**src/rtl/ri_multicycle_ctrl.sv**
```systemverilog
// Multicycle IF/ID/EX/WB sequencer; RI_OVF_TRAP_EN turns add/sub/addi overflow into a trap to HALT.
// Latency 4 cycles per instruction; no backpressure, a stop pulse is latched and honoured after WB.
module ri_multicycle_ctrl #(
  parameter logic [5:0] HALT_OP = 6'b111111,
  parameter int         CNT_W   = 16
) (
  input  logic             clka,
  input  logic             rsta,
  input  logic             start,
  input  logic             stop,
  input  logic [31:0]      inst,
  input  logic             zfa,
  input  logic             ofa,
  output logic             pc_we,
  output logic             ir_we,
  output logic             rf_we,
  output logic [3:0]       alu_op,
  output logic             alu_src_imm,
  output logic             ext_sign,
  output logic             rf_dst_rt,
  output logic             busy,
  output logic             illegal,
  output logic             zf_q,
  output logic             of_q,
  output logic [2:0]       state,
  output logic [CNT_W-1:0] inst_cnt
);

  typedef enum logic [2:0] {
    S_IDLE = 3'd0,
    S_IF   = 3'd1,
    S_ID   = 3'd2,
    S_EX   = 3'd3,
    S_WB   = 3'd4,
    S_HALT = 3'd5
  } state_e;

`ifdef RI_OVF_TRAP_EN
  localparam logic TRAP_EN = 1'b1;
`else
  localparam logic TRAP_EN = 1'b0;
`endif

  state_e           state_q, state_d;
  logic             stop_pend_q, stop_pend_d;
  logic             pc_we_q, pc_we_d;
  logic             ir_we_q, ir_we_d;
  logic             rf_we_q, rf_we_d;
  logic [3:0]       alu_op_q, alu_op_d;
  logic             alu_src_imm_q, alu_src_imm_d;
  logic             ext_sign_q, ext_sign_d;
  logic             rf_dst_rt_q, rf_dst_rt_d;
  logic             ovf_chk_q, ovf_chk_d;
  logic             trap_q, trap_d;
  logic             busy_q, busy_d;
  logic             illegal_q, illegal_d;
  logic             zf_d, of_d;
  logic [CNT_W-1:0] cnt_q, cnt_d;

  logic [5:0] op, funct;
  logic [4:0] dst;
  logic       dec_halt, dec_ill, dec_imm, dec_sign, dec_rt, dec_ovf;
  logic [3:0] dec_alu_op;
  logic       trap_now;
  logic       unused_inst;

  assign op          = inst[31:26];
  assign funct       = inst[5:0];
  assign unused_inst = ^{inst[25:21], inst[10:6]};

  always_comb begin
    dec_halt   = 1'b0;
    dec_ill    = 1'b0;
    dec_alu_op = 4'd0;
    dec_imm    = 1'b0;
    dec_sign   = 1'b0;
    dec_rt     = 1'b0;
    dec_ovf    = 1'b0;
    if (op == HALT_OP) begin
      dec_halt = 1'b1;
    end else begin
      case (op)
        6'b000000: begin
          case (funct)
            6'b100100: dec_alu_op = 4'd0;
            6'b100101: dec_alu_op = 4'd1;
            6'b100000: begin dec_alu_op = 4'd2; dec_ovf = 1'b1; end
            6'b100110: dec_alu_op = 4'd3;
            6'b100111: dec_alu_op = 4'd4;
            6'b000100: dec_alu_op = 4'd5;
            6'b100010: begin dec_alu_op = 4'd6; dec_ovf = 1'b1; end
            6'b101011: dec_alu_op = 4'd7;
            default:   dec_ill    = 1'b1;
          endcase
        end
        6'b001000: begin
          dec_alu_op = 4'd2; dec_imm = 1'b1; dec_sign = 1'b1; dec_rt = 1'b1; dec_ovf = 1'b1;
        end
        6'b001100: begin dec_alu_op = 4'd0; dec_imm = 1'b1; dec_rt = 1'b1; end
        6'b001101: begin dec_alu_op = 4'd1; dec_imm = 1'b1; dec_rt = 1'b1; end
        6'b001110: begin dec_alu_op = 4'd3; dec_imm = 1'b1; dec_rt = 1'b1; end
        6'b001011: begin dec_alu_op = 4'd7; dec_imm = 1'b1; dec_sign = 1'b1; dec_rt = 1'b1; end
        default:   dec_ill = 1'b1;
      endcase
    end
  end

  // Destination and trap are evaluated in EX from the fields latched at ID exit.
  assign dst      = rf_dst_rt_q ? inst[20:16] : inst[15:11];
  assign trap_now = TRAP_EN & ovf_chk_q & ofa;

  always_comb begin
    state_d       = state_q;
    stop_pend_d   = stop_pend_q;
    alu_op_d      = alu_op_q;
    alu_src_imm_d = alu_src_imm_q;
    ext_sign_d    = ext_sign_q;
    rf_dst_rt_d   = rf_dst_rt_q;
    ovf_chk_d     = ovf_chk_q;
    trap_d        = trap_q;
    illegal_d     = illegal_q;
    zf_d          = zf_q;
    of_d          = of_q;
    cnt_d         = cnt_q;
    rf_we_d       = 1'b0;

    if (stop && (state_q != S_HALT)) begin
      stop_pend_d = 1'b1;
    end

    case (state_q)
      S_IDLE: begin
        // A stop in IDLE is consumed immediately by refusing the start.
        stop_pend_d = 1'b0;
        if (start && !stop) begin
          state_d = S_IF;
        end
      end
      S_IF: state_d = S_ID;
      S_ID: begin
        alu_op_d      = dec_alu_op;
        alu_src_imm_d = dec_imm;
        ext_sign_d    = dec_sign;
        rf_dst_rt_d   = dec_rt;
        ovf_chk_d     = dec_ovf;
        if (dec_halt) begin
          state_d = S_HALT;
        end else if (dec_ill) begin
          state_d   = S_HALT;
          illegal_d = 1'b1;
        end else begin
          state_d = S_EX;
        end
      end
      S_EX: begin
        zf_d    = zfa;
        of_d    = ofa;
        trap_d  = trap_now;
        rf_we_d = (dst != 5'd0) && !trap_now;
        state_d = S_WB;
      end
      S_WB: begin
        trap_d = 1'b0;
        if (trap_q) begin
          state_d = S_HALT;
        end else begin
          cnt_d = cnt_q + CNT_W'(1);
          if (stop_pend_q || stop) begin
            state_d     = S_IDLE;
            stop_pend_d = 1'b0;
          end else begin
            state_d = S_IF;
          end
        end
      end
      S_HALT: state_d = S_HALT;
      default: state_d = S_IDLE;
    endcase

    pc_we_d = (state_d == S_IF);
    ir_we_d = (state_d == S_IF);
    busy_d  = (state_d != S_IDLE);
  end

  always_ff @(posedge clka or negedge rsta) begin
    if (!rsta) begin
      state_q       <= S_IDLE;
      stop_pend_q   <= 1'b0;
      pc_we_q       <= 1'b0;
      ir_we_q       <= 1'b0;
      rf_we_q       <= 1'b0;
      alu_op_q      <= 4'd0;
      alu_src_imm_q <= 1'b0;
      ext_sign_q    <= 1'b0;
      rf_dst_rt_q   <= 1'b0;
      ovf_chk_q     <= 1'b0;
      trap_q        <= 1'b0;
      busy_q        <= 1'b0;
      illegal_q     <= 1'b0;
      zf_q          <= 1'b0;
      of_q          <= 1'b0;
      cnt_q         <= '0;
    end else begin
      state_q       <= state_d;
      stop_pend_q   <= stop_pend_d;
      pc_we_q       <= pc_we_d;
      ir_we_q       <= ir_we_d;
      rf_we_q       <= rf_we_d;
      alu_op_q      <= alu_op_d;
      alu_src_imm_q <= alu_src_imm_d;
      ext_sign_q    <= ext_sign_d;
      rf_dst_rt_q   <= rf_dst_rt_d;
      ovf_chk_q     <= ovf_chk_d;
      trap_q        <= trap_d;
      busy_q        <= busy_d;
      illegal_q     <= illegal_d;
      zf_q          <= zf_d;
      of_q          <= of_d;
      cnt_q         <= cnt_d;
    end
  end

  // Control fields follow the live decode in ID, then the latched copy through WB.
  assign alu_op      = (state_q == S_ID) ? dec_alu_op : alu_op_q;
  assign alu_src_imm = (state_q == S_ID) ? dec_imm    : alu_src_imm_q;
  assign ext_sign    = (state_q == S_ID) ? dec_sign   : ext_sign_q;
  assign rf_dst_rt   = (state_q == S_ID) ? dec_rt     : rf_dst_rt_q;

  assign pc_we    = pc_we_q;
  assign ir_we    = ir_we_q;
  assign rf_we    = rf_we_q;
  assign busy     = busy_q;
  assign illegal  = illegal_q;
  assign state    = state_q;
  assign inst_cnt = cnt_q;

endmodule

```
**config.mk**
```make
export PLATFORM = sky130hd
export DESIGN_NAME = ri_multicycle_ctrl
export DESIGN_NICKNAME = d
export VERILOG_FILES = /design/src/rtl/ri_multicycle_ctrl.sv
export SDC_FILE = /design/constraint.sdc
export NUM_CORES = 1
export LEC_CHECK = 0
export ABC_AREA = 0
export BUFFER_PORTS_ARGS = -buffer_cell sky130_fd_sc_hd__buf_2
export CORE_MARGIN = 1.5
export CORE_UTILIZATION = 51
export DETAILED_ROUTE_END_ITERATION = 16
export HOLD_SLACK_MARGIN = 0.03
export PLACE_DENSITY = 0.89
export SETUP_SLACK_MARGIN = 0.05
export SLEW_MARGIN = 20
export SYNTH_ARGS = -nofsm -noshare
export SYNTH_HDL_FRONTEND = slang
export SYNTH_SLANG_ARGS = --single-unit
```
**constraint.sdc**
```tcl
create_clock -name clka -period 4.3 [get_ports clka]
set_input_delay 0.645 -clock clka [delete_from_list [all_inputs] [get_ports clka]]
set_output_delay 0.645 -clock clka [all_outputs]
set_load 0.02 [all_outputs]
```
==> results of run 1 <==
synthesized netlist by cell type (all sizes together) (3+ instances only):
cell     n  area share, %
a21oi    3           0.86
and3     3            1.1
buf      7            3.7
clkbuf   3           0.72
dfrtp   33             47
mux2     3            1.9
nand2   20            4.3
nand2b   3            1.1
nand3    7            2.0
nand4    6            2.2
nor2     9            1.9
nor3     4            1.2
o211ai   3            1.3
o21ai    4            1.2
xnor2   15            7.5
xor2     3            1.5
flip-flops by register name, summed over array words and instances, names as in the netlist:
register,cells
inst_cnt,16
alu_op_q,4
state,3
alu_src_imm_q,1
busy,1
ext_sign_q,1
illegal,1
ir_we,1
of_q,1
rf_dst_rt_q,1
rf_we,1
stop_pend_q,1
zf_q,1
power by group:
| group | internal, mW | switching, mW |
|---|---|---|
| Sequential | 0.391 | 0.0747 |
| Clock | 0.0771 | 0.0884 |
| Combinational | 0.163 | 0.235 |
routing by layer:
metal | share of wire, % | wire (um)
met1 | 48 | 1530
met2 | 47 | 1470
met3 | 3.5 | 111
met4 | 1.5 | 48
met5 | 0 | 0
area by class of cell:
class	count	area [um^2]	share of cell area (%)
flip-flops and latches	33	826	39.8
repair buffers	60	300	14.5
clock buffers	7	55.1	2.65
multi-input cells	121	830	40.0
inverters	2	7.51	0.362
well taps	46	57.6	2.77
how the worst min path moves through the flow:
stage | startpoint | to | slack (ns) | cells past startpoint
after floorplan | rsta | alu_op_q[0] | 0.35 | 0
after global placement | illegal | illegal | 0.45 | 1
after detailed placement | inst_cnt[15] | inst_cnt[15] | 0.46 | 1
after CTS | rsta | state[2] | 0.38 | 1
after global routing | rsta | inst_cnt[9] | 0.41 | 1
final | rsta | rf_we | 0.37 | 1
cell families (layout without fill, tap and decap cells):
group,count (synthesis),after routing,share of synthesized area [%]
flops,33,33,47.4
compound gates,23,23,10.6
buf+inv,12,69,4.89
xor+xnor,18,18,9.06
mux,3,3,1.94
fa+ha+maj,1,1,0.719
simple gates,76,76,25.3
worst max-delay path, cell delays in order, from the launching register on:
cell	delay (ns)
dfrtp_1	0.53
or3b_1	0.63
a2111oi_0	0.51
a221o_1	0.20
buf_2	0.16
per-stage QoR:
stage	power [mW]	utilization, %
floorplan	0.778	-
global placement	0.864	61.0
detailed placement	0.874	61.0
CTS	1.04	62.7
global route	1.11	62.7
finish	1.03	62.7
==> flow_metrics.tcl, run 1 <==
set metrics [dict create \
    root_buffer "clkbuf_4" \
    met2_usage_pct 28.4 \
    fin_crit_sh_pct 69.6 \
    relSlewSlack_pct 54.3 \
    status "completed" \
    cts_buffer_depth 2 \
    r2r-end "alu_op_q[1]" \
    core_um2 3310 \
    io_pins 71 \
    setup_slack_ns 1.31 \
    netlist_area_um2 1740 \
    ys.warnings.count 0 \
    dpl-instance-area_um2 2020 \
    critPathRequiredTime_ns 3.65 \
    postCtsSetupBuffers 0 \
    clock_latency_ns 0.31 \
    setup-tns-final_ns 0 \
    nets 262 \
    ff2ff_path_depth 3 \
    cp_max_fo 17 \
    yosysUniqueCellTypes 50 \
    grtUsageMet1_pct 25.7 \
    startpoint_type "register" \
    cts_resized 0 \
    synth_edf_count 0 \
    finalSetupViolCount 0 \
    top_usage_layer "met2" \
    clock_sinks 33 \
    cp.arrival_ns 2.35 \
    place_inst 262 \
    hold-worst-slack_ns 0.368 \
    reg2reg_from "state[1]" \
    layout_min_cycle_time_ns 2.99 \
    die_area_um2 3770 \
    cts_made_buffers 5 \
    cts_hold_buf 0 \
    routabilityCongestion 0.793 \
    syn_inst 166 \
    drive_above_1_share_pct 34.1 \
    path_class "reg -> out" \
    p_leak_nw 1.04 \
    use_met3_pct 3.57 \
    wl_per_cell_um 11.8 \
    end_kind "primary output" \
    dp_hpwl_um 2390 \
    crit_start "state[1]" \
    hold_violations 0 \
    grt_util_all_layers_pct 18.6 \
    synth-seq-cells 33 \
    tightest_slew_ns 0.686 \
    layout_commonest_cell "buf_2" \
    layout_common_cells "60 x buf_2, 33 x dfrtp_1, 20 x nand2_1" \
    irDropWorstVdd_mv 0.202 \
    finalMaxSlewViolations 0 \
    synthFlopType "dfrtp_1" \
    r2r_slack_ns 2.36 \
    yosysSeqAreaShare_pct 47.4 \
    cts_max_level 2 \
    clk_pin_slew_worst_paths_ns 0.09 \
    cap_viol_max_count 0 \
    antenna_cells 0 \
    fin_skew_ns 0.00257 \
    drt_wl_total_um 3160 \
    synthArstFlopShare_pct 100 \
    firstDrtPassIters 4 \
    tritoncts "yes" \
    grt_pass1_wl_um 5170 \
    p_per_area_nw_per_um2 496 \
    synth_fp_nets 205 \
    overflow 0 \
    io_buffers 60 \
    syn_area_per_cell_um2 10.5 \
    drc 0 \
    drtIter0Drc 51 \
    place_ws_ns 1.52 \
    nFillCells 309 \
    rsz0062_at_grt "false" \
    antenna_found_initial 0 \
    start_util_pct 52.6 \
    area_growth_pct 19.3 \
    hp-class "in -> async" \
    via_per_inst 5.17 \
    instances_no_fill 269 \
    grt_pass1_vias 1208 \
    die_height_um 61.4 \
    cp-endpoint "alu_op[1]" \
    fin_area_um2 2080 \
    die_width_um 61.4 \
    grt_max_degree 34 \
    fp-row-count 21 \
    vias 1392 \
    clock.fmax_ghz 0.334 \
    ant_nets 0 \
]
(Power assumes the default switching activity.)
==> run 2, diff against run 1 <==
CORE_UTILIZATION = 48   (was 51)
PLACE_DENSITY = 0.85   (was 0.89)
clock period = 3 ns   (was 4.3 ns; I/O delays follow)
==> run 2 against run 1 <==
Effect of this change: non-clock buffer count is the same; register-to-register slack lost 1.2 ns; first-iteration DRC count grew 96%; largest cell class unchanged; worst hold slack lost 0.19 ns; sequential share of layout area is the same; flip-flop and latch count is the same; utilization shrank 1.9 points; count of clock-buffer cells in the layout is the same; power grew 45%; final area is the same; sequential power grew 45%; final cell count is the same.
==> flow_metrics.tcl, run 2 (synthesized netlist as in run 1, its figures left out) <==
set metrics [dict create \
    status "completed" \
    path_delay_family "simple AND/OR/NAND/NOR gates" \
    largest_register_ffs 16 \
    routed.top_layer "met4" \
    nFillCells 330 \
    start_util_pct 51.0 \
    grt_pass1_wl_um 6250 \
    fin_crit_sh_pct 91.3 \
    nets 262 \
    clock.fmax_ghz 0.365 \
    cts_hold_buf 0 \
    postCtsSetupBuffers 0 \
    root_buffer "clkbuf_4" \
    crit_slowest_cell "or3b_1" \
    fin_skew_ns 0.00676 \
    cts_made_buffers 5 \
    worst-path-buf-inv 1 \
    via_per_inst 5.31 \
    layout_common_cells "60 x buf_2, 33 x dfrtp_1, 20 x nand2_1" \
    wl_met2_um 1670 \
    fin_area_um2 2080 \
    finalSetupViolCount 0 \
    irDropWorstVdd_mv 0.368 \
    cp.arrival_ns 2.29 \
    p_leak_nw 1.04 \
    ant_nets 0 \
    tightest_slew_ns 0.732 \
    die_height_um 63.2 \
    drc 0 \
    rsz0062_at_grt "false" \
    hp-class "in -> async" \
    grt_util_all_layers_pct 19.8 \
    relSlewSlack_pct 51.2 \
    tritoncts "yes" \
    layout_commonest_cell "buf_2" \
    clock_latency_ns 0.32 \
    setup-tns-final_ns 0 \
    place_ws_ns 0.622 \
    fp-row-count 21 \
    path_class "reg -> out" \
    die_area_um2 4000 \
    cts_buffer_depth 2 \
    p_per_area_nw_per_um2 717 \
    area_growth_pct 19.3 \
    cts_max_level 2 \
    finalMaxSlewViolations 0 \
    layout_min_cycle_time_ns 2.74 \
    clk_pin_slew_worst_paths_ns 0.09 \
    cts_resized 0 \
    grt_max_degree 34 \
    io_buffers 60 \
    io_pins 71 \
    hold_violations 0 \
    grt_pass1_vias 1443 \
    met1Wirelength_um 1490 \
    die_width_um 63.2 \
    core_um2 3420 \
    setup_slack_ns 0.261 \
    dp_hpwl_um 2570 \
    met3_length_um 187 \
    dpl-instance-area_um2 2020 \
    critPathRequiredTime_ns 2.55 \
    startpoint_type "register" \
    firstDrtPassIters 4 \
    drtIter0Drc 100 \
    hold-worst-slack_ns 0.176 \
    drive_above_1_share_pct 34.1 \
    cp_max_fo 17 \
    routabilityCongestion 0.829 \
    antenna_cells 0 \
    clock_sinks 33 \
    end_kind "primary output" \
    overflow 0 \
    cap_viol_max_count 0 \
    wl_per_cell_um 12.7 \
    drt_wl_total_um 3410 \
    slowest_delay_ns 0.67 \
    antenna_found_initial 0 \
    vias 1429 \
    crit_chain "or3b_1, a2111oi_0, a221o_1, buf_2" \
]
==> run 2: cell counts in the layout (fill, tap and decap cells not counted) <==
No cell type changed its count.
==> run 2: final timing paths <==
kind,from,end,slack [ns],cells past startpoint
max reg2reg,state[0],alu_op_q[1],1.13,3
min in group clka,ofa,of_q,0.35,2
max in group asynchronous,rsta,state[1],2.36,1
min,rsta,inst_cnt[6],0.18,1
max,state[0],alu_op[1],0.26,4
min reg2reg,illegal,illegal,0.47,1
==> run 2: through the flow <==
stage | cells | utilization (%) | total power [mW]
finish | 269 | 60.8 | 1.49
global route | 269 | 60.8 | 1.59
CTS | 269 | 60.8 | 1.51
detailed placement | 262 | 59.2 | 1.25
global placement | 262 | 59.2 | 1.24
floorplan | 166 | - | 1.11
==> run 2: final cells by class <==
class                   instances  area (um^2)  share of cell area, %
flip-flops and latches         33          826                   39.8
clock buffers                   7         55.1                   2.65
well taps                      46         57.6                   2.77
inverters                       2         7.51                  0.362
multi-input cells             121          830                   40.0
repair buffers                 60          300                   14.5
==> run 2: per-layer routing <==
| layer | track usage (%) | vias up |
|---|---|---|
| li1 | - | 712 |
| met1 | 23.6 | 664 |
| met2 | 33.5 | 46 |
| met3 | 5.89 | 7 |
| met4 | 7.61 | 0 |
| met5 | 0 | - |
==> run 2: where the power goes <==
group / switching [mW] / leakage (nW) / total (mW) / internal [mW]
combinational: 0.336 / 0.571 / 0.569 / 0.233
clock: 0.137 / 0.0314 / 0.247 / 0.111
sequential: 0.112 / 0.434 / 0.672 / 0.560
==> run 3, diff against run 2 <==
==> constraint.sdc (replaced) <==
create_clock -name clka -period 3 [get_ports clka]
set_input_delay 0.6 -clock clka [delete_from_list [all_inputs] [get_ports clka]]
set_output_delay 0.6 -clock clka [all_outputs]
set_load 0.02 [all_outputs]
==> run 3 against run 2 <==
Effect of this change: clock skew increased by 0.0032 ns; first-iteration DRC count decreased by 26%; sequential share of layout area decreased by 0.43 points; utilization increased by 0.66 points; die area unchanged; largest cell class unchanged; critical path depth unchanged; wire length decreased by 0.15%; count of clock-buffer cells in the layout unchanged.
==> flow_metrics.tcl, run 3 (synthesized netlist as in run 1, its figures left out) <==
set metrics [dict create \
    irDropWorstVdd_mv 0.484 \
    cts_buffer_depth 2 \
    cts_max_level 2 \
    nFillCells 307 \
    setup-tns-final_ns 0 \
    dp_hpwl_um 2550 \
    crit_slowest_cell "dfrtp_1" \
    fp-row-count 21 \
    root_buffer "clkbuf_4" \
    drc 0 \
    hold_violations 0 \
    antenna_found_initial 0 \
    relSlewSlack_pct 53.1 \
    cts_resized 0 \
    grt_util_all_layers_pct 18.3 \
    vias 1445 \
    io_buffers 60 \
    wl_per_cell_um 12.6 \
    via_per_inst 5.33 \
    grt_pass1_vias 1285 \
    postCtsSetupBuffers 0 \
    tritoncts "yes" \
    clk_pin_slew_worst_paths_ns 0.10 \
    cp.arrival_ns 2.16 \
    drt_wl_total_um 3410 \
    ff2ff_path_depth 3 \
    firstDrtPassIters 4 \
    io_pins 71 \
    overflow 0 \
    cap_viol_max_count 0 \
    use_met3_pct 5.36 \
    clock.fmax_ghz 0.362 \
    fin_skew_ns 0.00996 \
    ant_nets 0 \
    nets 263 \
    clock_sinks 33 \
    largest_register_ffs 16 \
    grtUsageMet1_pct 23.9 \
    antenna_cells 0 \
    p_leak_nw 1.05 \
    grt_pass1_wl_um 5780 \
    fin_area_um2 2100 \
    startpoint_type "register" \
    start_util_pct 51.0 \
    dpl-instance-area_um2 2030 \
    core_um2 3420 \
    p_per_area_nw_per_um2 730 \
    crit_chain "or3b_1, buf_4, o41ai_2, buf_2" \
    finalSetupViolCount 0 \
    cts_made_buffers 5 \
    die_height_um 63.2 \
    critPathRequiredTime_ns 2.40 \
    rsz0062_at_grt "false" \
    top_usage_layer "met2" \
    tightest_slew_ns 0.703 \
    area_growth_pct 20.6 \
    status "completed" \
    drtIter0Drc 74 \
    met2_usage_pct 29.5 \
    drive_above_1_share_pct 35.1 \
    fin_crit_sh_pct 92.1 \
    layout_commonest_cell "buf_2" \
    hp-class "in -> async" \
    cts_hold_buf 0 \
    reg2reg_from "state[1]" \
    die_width_um 63.2 \
    end_kind "primary output" \
    layout_common_cells "60 x buf_2, 33 x dfrtp_1, 20 x nand2_1" \
    die_area_um2 4000 \
    r2r-end "alu_op_q[1]" \
    routabilityCongestion 0.826 \
    grt_max_degree 34 \
    slowest_delay_ns 0.54 \
    r2r_slack_ns 1.25 \
    path_class "reg -> out" \
    layout_min_cycle_time_ns 2.76 \
    cp_max_fo 11 \
    clock_latency_ns 0.33 \
    finalMaxSlewViolations 0 \
]
==> run 3: through the flow <==
step	utilization [%]	worst slack [ns]	hold slack (ns)	cells	power (mW)
floorplan	-	0.561	0.304	166	1.11
global placement	59.4	0.386	0.451	263	1.25
detailed placement	59.4	0.347	0.446	263	1.26
CTS	61.4	0.217	0.320	271	1.55
global route	61.4	0.104	0.358	271	1.63
finish	61.4	0.238	0.303	271	1.53
==> run 3: where the power goes <==
part           switching (mW)  leakage (nW)  internal, mW
sequential              0.116         0.434         0.560
combinational           0.334         0.575         0.240
clock                   0.146        0.0413         0.136
total                   0.596          1.05         0.935
==> run 3: how the worst max path moves through the flow <==
stage	startpoint	to	depth (start not counted)
6_report	state[1]	ext_sign	4
5_1_grt	state[1]	ext_sign	4
4_1_cts	state[1]	ext_sign	4
3_5_place_dp	inst[28]	alu_op[1]	6
3_3_place_gp	inst[28]	alu_op[1]	6
2_1_floorplan	state[0]	ext_sign	5
==> run 3: layer usage <==
metal | part of all wire [%] | wire length (um) | up-vias
li1 | - | - | 714
met1 | 45 | 1550 | 679
met2 | 48 | 1620 | 47
met3 | 6.0 | 204 | 5
met4 | 0.97 | 33 | 0
met5 | 0 | 0 | -
==> run 3: final cells by class <==
class                   count  area (um^2)  area share, %
multi-input cells         121          830           39.5
flip-flops and latches     33          826           39.4
repair buffers             61          308           14.7
clock buffers               7         65.1           3.10
well taps                  46         57.6           2.74
inverters                   2         7.51          0.358
clock inverters             1         5.00          0.239
==> run 3: worst max-delay path: cells and delay by family (launching register included) <==
kind,cells,cell delay [ns]
buffers and inverters,2,0.44
AO/OA/AOI/OAI,1,0.34
flip-flops,1,0.54
AND/OR/NAND/NOR,1,0.51
